**src/rtl/dvi_pkg.sv**
```systemverilog
// Shared types and default timing for the DVI stream scheduler.
//   state_t : scheduler states (STOP, ARM, RUN, DRAIN)
//   pixel_t : 24-bit pixel {r, g, b}
//   DEF_*   : default 640x480 @ 60 Hz timing
package dvi_pkg;

  typedef enum logic [1:0] {
    STOP  = 2'd0,
    ARM   = 2'd1,
    RUN   = 2'd2,
    DRAIN = 2'd3
  } state_t;

  localparam int DEF_H_RES  = 640;
  localparam int DEF_H_FP   = 16;
  localparam int DEF_H_SYNC = 96;
  localparam int DEF_H_BP   = 48;
  localparam int DEF_V_RES  = 480;
  localparam int DEF_V_FP   = 10;
  localparam int DEF_V_SYNC = 2;
  localparam int DEF_V_BP   = 33;

  typedef struct packed {
    logic [7:0] r;
    logic [7:0] g;
    logic [7:0] b;
  } pixel_t;

endpackage

```
**src/rtl/dvi_timing_counter.sv**
```systemverilog
// Free-running pixel position counters with sync window decode.
//   clk, rst          : pixel clock, synchronous active-high reset
//   sx, sy            : current pixel position (unsigned, clog2 width)
//   active            : position lies inside the visible area
//   hsync, vsync      : position lies inside the sync window (active-high, polarity applied by the caller)
//   eof               : last pixel of the frame
module dvi_timing_counter
  import dvi_pkg::*;
#(
  parameter int H_RES  = DEF_H_RES,
  parameter int H_FP   = DEF_H_FP,
  parameter int H_SYNC = DEF_H_SYNC,
  parameter int H_BP   = DEF_H_BP,
  parameter int V_RES  = DEF_V_RES,
  parameter int V_FP   = DEF_V_FP,
  parameter int V_SYNC = DEF_V_SYNC,
  parameter int V_BP   = DEF_V_BP,
  localparam int H_TOTAL = H_RES + H_FP + H_SYNC + H_BP,
  localparam int V_TOTAL = V_RES + V_FP + V_SYNC + V_BP,
  localparam int SXW = $clog2(H_TOTAL),
  localparam int SYW = $clog2(V_TOTAL)
) (
  input  logic           clk,
  input  logic           rst,
  output logic [SXW-1:0] sx,
  output logic [SYW-1:0] sy,
  output logic           active,
  output logic           hsync,
  output logic           vsync,
  output logic           eof
);

  // Window bounds are compared one bit wider so an end bound equal to the
  // total still fits when a back porch is zero.
  localparam logic [SXW:0]   H_ACT_END  = (SXW+1)'(H_RES);
  localparam logic [SXW:0]   H_SYNC_BEG = (SXW+1)'(H_RES + H_FP);
  localparam logic [SXW:0]   H_SYNC_END = (SXW+1)'(H_RES + H_FP + H_SYNC);
  localparam logic [SYW:0]   V_ACT_END  = (SYW+1)'(V_RES);
  localparam logic [SYW:0]   V_SYNC_BEG = (SYW+1)'(V_RES + V_FP);
  localparam logic [SYW:0]   V_SYNC_END = (SYW+1)'(V_RES + V_FP + V_SYNC);
  localparam logic [SXW-1:0] H_LAST     = SXW'(H_TOTAL - 1);
  localparam logic [SYW-1:0] V_LAST     = SYW'(V_TOTAL - 1);

  logic [SXW:0] sx_w;
  logic [SYW:0] sy_w;

  always_ff @(posedge clk) begin
    if (rst) begin
      sx <= '0;
      sy <= '0;
    end else if (sx == H_LAST) begin
      sx <= '0;
      sy <= (sy == V_LAST) ? '0 : sy + SYW'(1);
    end else begin
      sx <= sx + SXW'(1);
    end
  end

  assign sx_w   = {1'b0, sx};
  assign sy_w   = {1'b0, sy};
  assign active = (sx_w < H_ACT_END) && (sy_w < V_ACT_END);
  assign hsync  = (sx_w >= H_SYNC_BEG) && (sx_w < H_SYNC_END);
  assign vsync  = (sy_w >= V_SYNC_BEG) && (sy_w < V_SYNC_END);
  assign eof    = (sx == H_LAST) && (sy == V_LAST);

endmodule

```
**src/rtl/dvi_stream_sched.sv**
```systemverilog
// DVI stream scheduler: runs pixel timing, gates active video on frame
// boundaries and pulls pixels from an upstream ready/valid source.
//   clk_pix, rst_pix          : pixel clock, synchronous active-high reset
//   enable                    : level request for active video
//   pix_valid, pix_data       : upstream pixel {R,G,B}; pix_ready accepts it
//   de, data_ch0..2           : data enable and B/G/R to the DVI generator
//   ctrl_ch0                  : {vsync, hsync}; ctrl_ch1/ctrl_ch2 tied to 0
//   frame_start, line_start   : pulses on output pixel (0,0) / sx = 0
//   underflow, underflow_clr  : sticky starvation flag and its clear
// Build option DVI_STREAM_SCHED_PATTERN_EN: starved pixels show an 8-bar
// colour pattern instead of black.
module dvi_stream_sched
  import dvi_pkg::*;
#(
  parameter int H_RES    = DEF_H_RES,
  parameter int H_FP     = DEF_H_FP,
  parameter int H_SYNC   = DEF_H_SYNC,
  parameter int H_BP     = DEF_H_BP,
  parameter int V_RES    = DEF_V_RES,
  parameter int V_FP     = DEF_V_FP,
  parameter int V_SYNC   = DEF_V_SYNC,
  parameter int V_BP     = DEF_V_BP,
  parameter bit SYNC_POL = 1'b0
) (
  input  logic        clk_pix,
  input  logic        rst_pix,
  input  logic        enable,
  input  logic        pix_valid,
  input  logic [23:0] pix_data,
  output logic        pix_ready,
  output logic        de,
  output logic [7:0]  data_ch0,
  output logic [7:0]  data_ch1,
  output logic [7:0]  data_ch2,
  output logic [1:0]  ctrl_ch0,
  output logic [1:0]  ctrl_ch1,
  output logic [1:0]  ctrl_ch2,
  output logic        frame_start,
  output logic        line_start,
  output logic        underflow,
  input  logic        underflow_clr
);

  localparam int H_TOTAL = H_RES + H_FP + H_SYNC + H_BP;
  localparam int V_TOTAL = V_RES + V_FP + V_SYNC + V_BP;
  localparam int SXW     = $clog2(H_TOTAL);
  localparam int SYW     = $clog2(V_TOTAL);

  logic [SXW-1:0] sx_p0;
  logic [SYW-1:0] sy_p0;
  logic           active_p0, hsync_p0, vsync_p0, eof_p0;
  state_t         state;
  pixel_t         in_pix_p0, fallback_p0;

  logic           de_p1, fs_p1, ls_p1, underflow_p1;
  pixel_t         pix_p1;
  logic [1:0]     ctrl_p1;

  dvi_timing_counter #(
    .H_RES (H_RES), .H_FP (H_FP), .H_SYNC (H_SYNC), .H_BP (H_BP),
    .V_RES (V_RES), .V_FP (V_FP), .V_SYNC (V_SYNC), .V_BP (V_BP)
  ) u_timing (
    .clk    (clk_pix),
    .rst    (rst_pix),
    .sx     (sx_p0),
    .sy     (sy_p0),
    .active (active_p0),
    .hsync  (hsync_p0),
    .vsync  (vsync_p0),
    .eof    (eof_p0)
  );

`ifdef DVI_STREAM_SCHED_PATTERN_EN
  function automatic pixel_t bar_pixel(input logic [SXW-1:0] x);
    int unsigned bar;
    pixel_t      p;
    bar = (32'(x) * 32'd8) / 32'(H_RES);
    p.r = bar[0] ? 8'hFF : 8'h00;
    p.g = bar[1] ? 8'hFF : 8'h00;
    p.b = bar[2] ? 8'hFF : 8'h00;
    return p;
  endfunction

  assign fallback_p0 = bar_pixel(sx_p0);
`else
  assign fallback_p0 = '0;
`endif

  // ---- stage p0: scheduler state and upstream handshake ----
  // Video only opens at the EOF -> (0,0) transition (ARM -> RUN) and only
  // closes at EOF (DRAIN -> STOP), so a frame is never cut short.
  always_ff @(posedge clk_pix) begin
    if (rst_pix) begin
      state <= STOP;
    end else begin
      unique case (state)
        STOP:    if (enable) state <= ARM;
        ARM:     if (!enable) state <= STOP;
                 else if (eof_p0) state <= RUN;
        RUN:     if (!enable) state <= DRAIN;
        DRAIN:   if (enable) state <= RUN;
                 else if (eof_p0) state <= STOP;
        default: state <= STOP;
      endcase
    end
  end

  assign pix_ready = ((state == RUN) || (state == DRAIN)) && active_p0;
  assign in_pix_p0 = pix_data;

  // ---- stage p1: registered DVI generator inputs ----
  always_ff @(posedge clk_pix) begin
    if (rst_pix) begin
      de_p1        <= 1'b0;
      pix_p1       <= '0;
      ctrl_p1      <= {~SYNC_POL, ~SYNC_POL};
      fs_p1        <= 1'b0;
      ls_p1        <= 1'b0;
      underflow_p1 <= 1'b0;
    end else begin
      de_p1   <= pix_ready;
      pix_p1  <= !pix_ready ? '0 : (pix_valid ? in_pix_p0 : fallback_p0);
      ctrl_p1 <= {vsync_p0 ? SYNC_POL : ~SYNC_POL,
                  hsync_p0 ? SYNC_POL : ~SYNC_POL};
      fs_p1   <= (sx_p0 == '0) && (sy_p0 == '0);
      ls_p1   <= (sx_p0 == '0);
      // A starved pixel outranks a clear in the same cycle.
      if (pix_ready && !pix_valid) underflow_p1 <= 1'b1;
      else if (underflow_clr)      underflow_p1 <= 1'b0;
    end
  end

  assign de          = de_p1;
  assign data_ch0    = pix_p1.b;
  assign data_ch1    = pix_p1.g;
  assign data_ch2    = pix_p1.r;
  assign ctrl_ch0    = ctrl_p1;
  assign ctrl_ch1    = 2'b00;
  assign ctrl_ch2    = 2'b00;
  assign frame_start = fs_p1;
  assign line_start  = ls_p1;
  assign underflow   = underflow_p1;

endmodule

```
**config.mk**
```make
export PLATFORM = sky130hd
export DESIGN_NAME = dvi_stream_sched
export DESIGN_NICKNAME = d
export VERILOG_FILES = /design/src/rtl/dvi_pkg.sv /design/src/rtl/dvi_timing_counter.sv /design/src/rtl/dvi_stream_sched.sv
export SDC_FILE = /design/constraint.sdc
export NUM_CORES = 1
export LEC_CHECK = 0
export BUFFER_PORTS_ARGS = -buffer_cell sky130_fd_sc_hd__buf_2
export CAP_MARGIN = 40
export CORE_MARGIN = 1
export CORE_UTILIZATION = 53
export CTS_CLUSTER_DIAMETER = 40
export CTS_CLUSTER_SIZE = 28
export DETAILED_ROUTE_END_ITERATION = 12
export GPL_TIMING_DRIVEN = 0
export MAX_ROUTING_LAYER = met4
export PLACE_DENSITY = 0.83
export SYNTH_ARGS = -nofsm -noshare
export SYNTH_HDL_FRONTEND = slang
export SYNTH_HIERARCHICAL = 1
export SYNTH_SLANG_ARGS = --single-unit
```
**constraint.sdc**
```tcl
create_clock -name clk_pix -period 5.76 [get_ports clk_pix]
set_clock_uncertainty 0.15 [all_clocks]
set_input_delay 0 -clock clk_pix [delete_from_list [all_inputs] [get_ports clk_pix]]
set_output_delay 0 -clock clk_pix [all_outputs]
set_load 0.005 [all_outputs]
```
==> key figures <==
Synthesis
  – Synthesized flop and latch total: 52
  – Count leader, synth: dfxtp_1
  – Syn avg cell area: 9.74 um2
  – Multiplexer share of the synthesized area: 0.499%
  – Top FF cell, synth: dfxtp_1
  – Main combinational cell family by area after synthesis: simple AND/OR/NAND/NOR gates
  – Sequential area share after synthesis: 51.9%
  – Post-Synth XOR/XNOR Area: 5.67%
  – Yosys top cell by area: dfxtp_1
  – Simple-Gate Fraction of Synth Area: 30.2%
  – Post-synth EDFFs: 0
  – Post-Synthesis Cells: 206
  – Yosys top cell area share: 51.9%
  – Syn. warnings: 6
  – Most instantiated cells after synthesis: 52 x dfxtp_1, 24 x and2_1, 18 x nor2_1
  – Synth Area in Compound Gates: 4.36%
  – Adder-cell area share of the yosys netlist: 2.49%
  – Synth unique cells: 39
  – Top cells by area, synth: dfxtp_1 52%, and2_1 7.5%, nor2_1 3.4%, xnor2_1 3.1%, xor2_1 2.6%
  – Synth async-reset ratio: 0%
  – Mapped Area: 2010 um2

Worst setup path
  – Most common cell on crit path: dlygate4sd3_1
  – Crit path max fanout: 7
  – Critical path startpoint category: flip-flop
  – Req. time, crit path: 5.81 ns
  – Worst EP arrival: 2.78 ns
  – R2r worst-path depth: 7
  – R2r endpoint: underflow
  – Critical-path cell list: nand4_1 > and3b_1 > nand2_2 > o22ai_1 > dlygate4sd3_1 > nor2b_1 > dlygate4sd3_1
  – Worst Setup End Kind: flip-flop
  – Critical path type: flip-flop to flip-flop
  – CP max stage cell: dlygate4sd3_1
  – Slowest cell delay on critical path: 0.57 ns
  – Reg-to-reg setup timing slack: 3.03 ns
  – Reg-to-Reg Start: u_timing/sy[5]

Clock tree
  – Clk sinks: 52
  – Clock buffer depth: 2
  – Root Buffer: clkbuf_8
  – CTS buffer count: 5
  – Clock Latency Late Sink: 0.32 ns
  – Quantity of gates resized following cts: 0
  – # H-tree levels: 2
  – Clock input transition at the sequential cells of the worst setup and hold paths: 0.09 ns
  – CTS tree: built

STA
  – Crit share post-route: 47.4%
  – Setup violations, final: 0
  – Final Hold Vio Count: 0
  – Setup TNS: 0 ns
  – Slew Limit Headroom: 64.6%
  – Tmin final: 2.73 ns
  – Hold Slack: 0.00791 ns
  – Max Slew Vio Count: 0
  – Worst slew pin tran: 0.526 ns
  – Fmax achieved: 0.366 GHz
  – Unrepaired setup endpoints after global routing: false

Route
  – Wirelength, routed: 5.38 mm
  – Via count: 1858
  – Pre-antenna DRT Iters: 5
  – 1st-iter DRT viols: 240
  – DR DRC count: 0
  – Avg WL per Cell: 15.2 um
  – Via density: 5.23
  – Detail Route Antenna Nets: 0

Worst hold path
  – Hold Path End: data_ch2[6]
  – Hold depth: 3
  – Hold_sp: pix_valid
  – Worst hold path class: input port to flip-flop

Layout
  – NumNets Final: 341
  – Layout area overhead: 39.0%
  – Layout cell share with drive strength beyond 1: 26.5%
  – N_diodes: 0
  – Reg area: 1040 um2
  – Multi-input logic area: 883 um2
  – Fillers: 237

Die
  – Die area: 4040 um2
  – Die H: 63.5 um
  – Die Span X: 63.5 um
  – Row count: 21
  – Core footprint: 3470 um2
  – Initial Util: 57.9%
  – I/O Pins: 64

Power
  – Clk pwr share: 34.1%
  – Sw Share: 22.8%
  – Int Power: 0.475 mW
  – PwrDens: 221 nW/um2
  – Leak: 1.24 nW
  – Maximum vdd ir drop: 150 uV
  – Sw Pwr: 0.141 mW
  – Comb power frac: 6.4%
  – Reg power frac: 59.4%

GRT
  – Number of global-route vias before repair: 1831
  – Pin count of the biggest net entering global routing: 17
  – Total GRT Usage: 29.5%
  – Initial antenna violation count: 0
  – Gr ovfl total: 0
  – First-pass GRT wire length: 8.72 mm

Place
  – Dpl hpwl: 2.82 mm
  – Placer Congestion: 0.843
  – Port buffer count: 59

Flow run
  – Max cap viols: 0

Status
  – Status: completed
==> sequential cells by signal, indices dropped and copies added, names as in the netlist, named ones only <==
signal	flops
de	1
data_ch0	8
frame_start	1
underflow	1
u_timing/sx	10
u_timing/sy	10
state	1
line_start	1
data_ch2	8
data_ch1	8
ctrl_ch0	2
==> power groups by stage <==
| stage | combinational [mW] | clock [mW] | sequential, mW |
|---|---|---|---|
| 4_1_cts | 0.0382 | 0.207 | 0.366 |
| 5_1_grt | 0.0429 | 0.227 | 0.367 |
| 2_1_floorplan | 0.0105 | 0 | 0.374 |
| 3_5_place_dp | 0.0239 | 0 | 0.374 |
| 6_report | 0.0397 | 0.210 | 0.366 |
| 3_3_place_gp | 0.0232 | 0 | 0.374 |
==> logic make-up (layout without fill, tap and decap cells) <==
group	count (synthesis)	after routing
other cells	1	4
flops	52	52
buf+inv	18	118
simple gates	102	102
fa+ha+maj	4	4
xor+xnor	13	13
mux	1	1
compound gates	15	15
==> metrics by stage <==
stage / utilization, % / power [mW] / worst slack [ns] / cell area (um2) / cells
finish: 80.4 / 0.616 / 3.03 / 2790 / 355
global route: 80.4 / 0.636 / 2.93 / 2790 / 355
CTS: 80.4 / 0.611 / 3.19 / 2790 / 355
detailed placement: 68.4 / 0.398 / 3.47 / 2370 / 314
global placement: 68.4 / 0.397 / 3.54 / 2370 / 314
floorplan: - / 0.385 / 3.72 / 2020 / 209
==> metal layers <==
layer	wire, um	share of wire (%)	up-vias	track usage [%]
met3	277	5.1	25	7.25
met2	2940	55	80	53.3
met1	1970	37	864	30.2
met4	194	3.6	0	11.9
li1	-	-	889	-
met5	0	0	-	-
==> worst max-delay path, delay by kind of cell, from the launching register on <==
kind / cells / cell delay, ns
flip-flops: 1 / 0.47
AND/OR/NAND/NOR: 4 / 0.76
buffers and inverters: 2 / 1.13
AO/OA/AOI/OAI: 1 / 0.11
==> how the worst max path moves through the flow <==
stage,start,end,slack (ns)
5_1_grt,u_timing/sy[0],flip-flop,2.93
6_report,u_timing/sy[5],underflow,3.03
3_3_place_gp,u_timing/sx[0],u_timing/sy[1],3.54
2_1_floorplan,u_timing/sx[0],u_timing/sy[6],3.72
4_1_cts,u_timing/sy[5],underflow,3.19
3_5_place_dp,u_timing/sx[0],u_timing/sy[0],3.47
==> layout make-up <==
cell class                 count  share of cell area (%)
buffer                        10                    2.29
clock buffer                   6                    2.60
clock inverter                 2                   0.583
inverter                       8                    1.08
multi-input combinational    139                    31.7
sequential                    52                    37.3
tap                           46                    2.06
timing repair buffer          92                    22.4
==> timing repair <==
action	CTS	global route
buffers inserted	0	0
hold buffers	33	0
hold endpoints to repair	32	0
==> layout by cell type (no fill, tap or decap), types with 6 or more instances in the layout <==
cell,n
buf_2,62
dfxtp_1,52
dlygate4sd3_1,33
and2_1,24
nor2_1,18
nand2_1,9
inv_1,8
nand3_1,8
nor4_1,7
xnor2_1,7
a21oi_1,6
xor2_1,6
or3_1,6
Note: power is estimated with default switching activity, not from simulation.
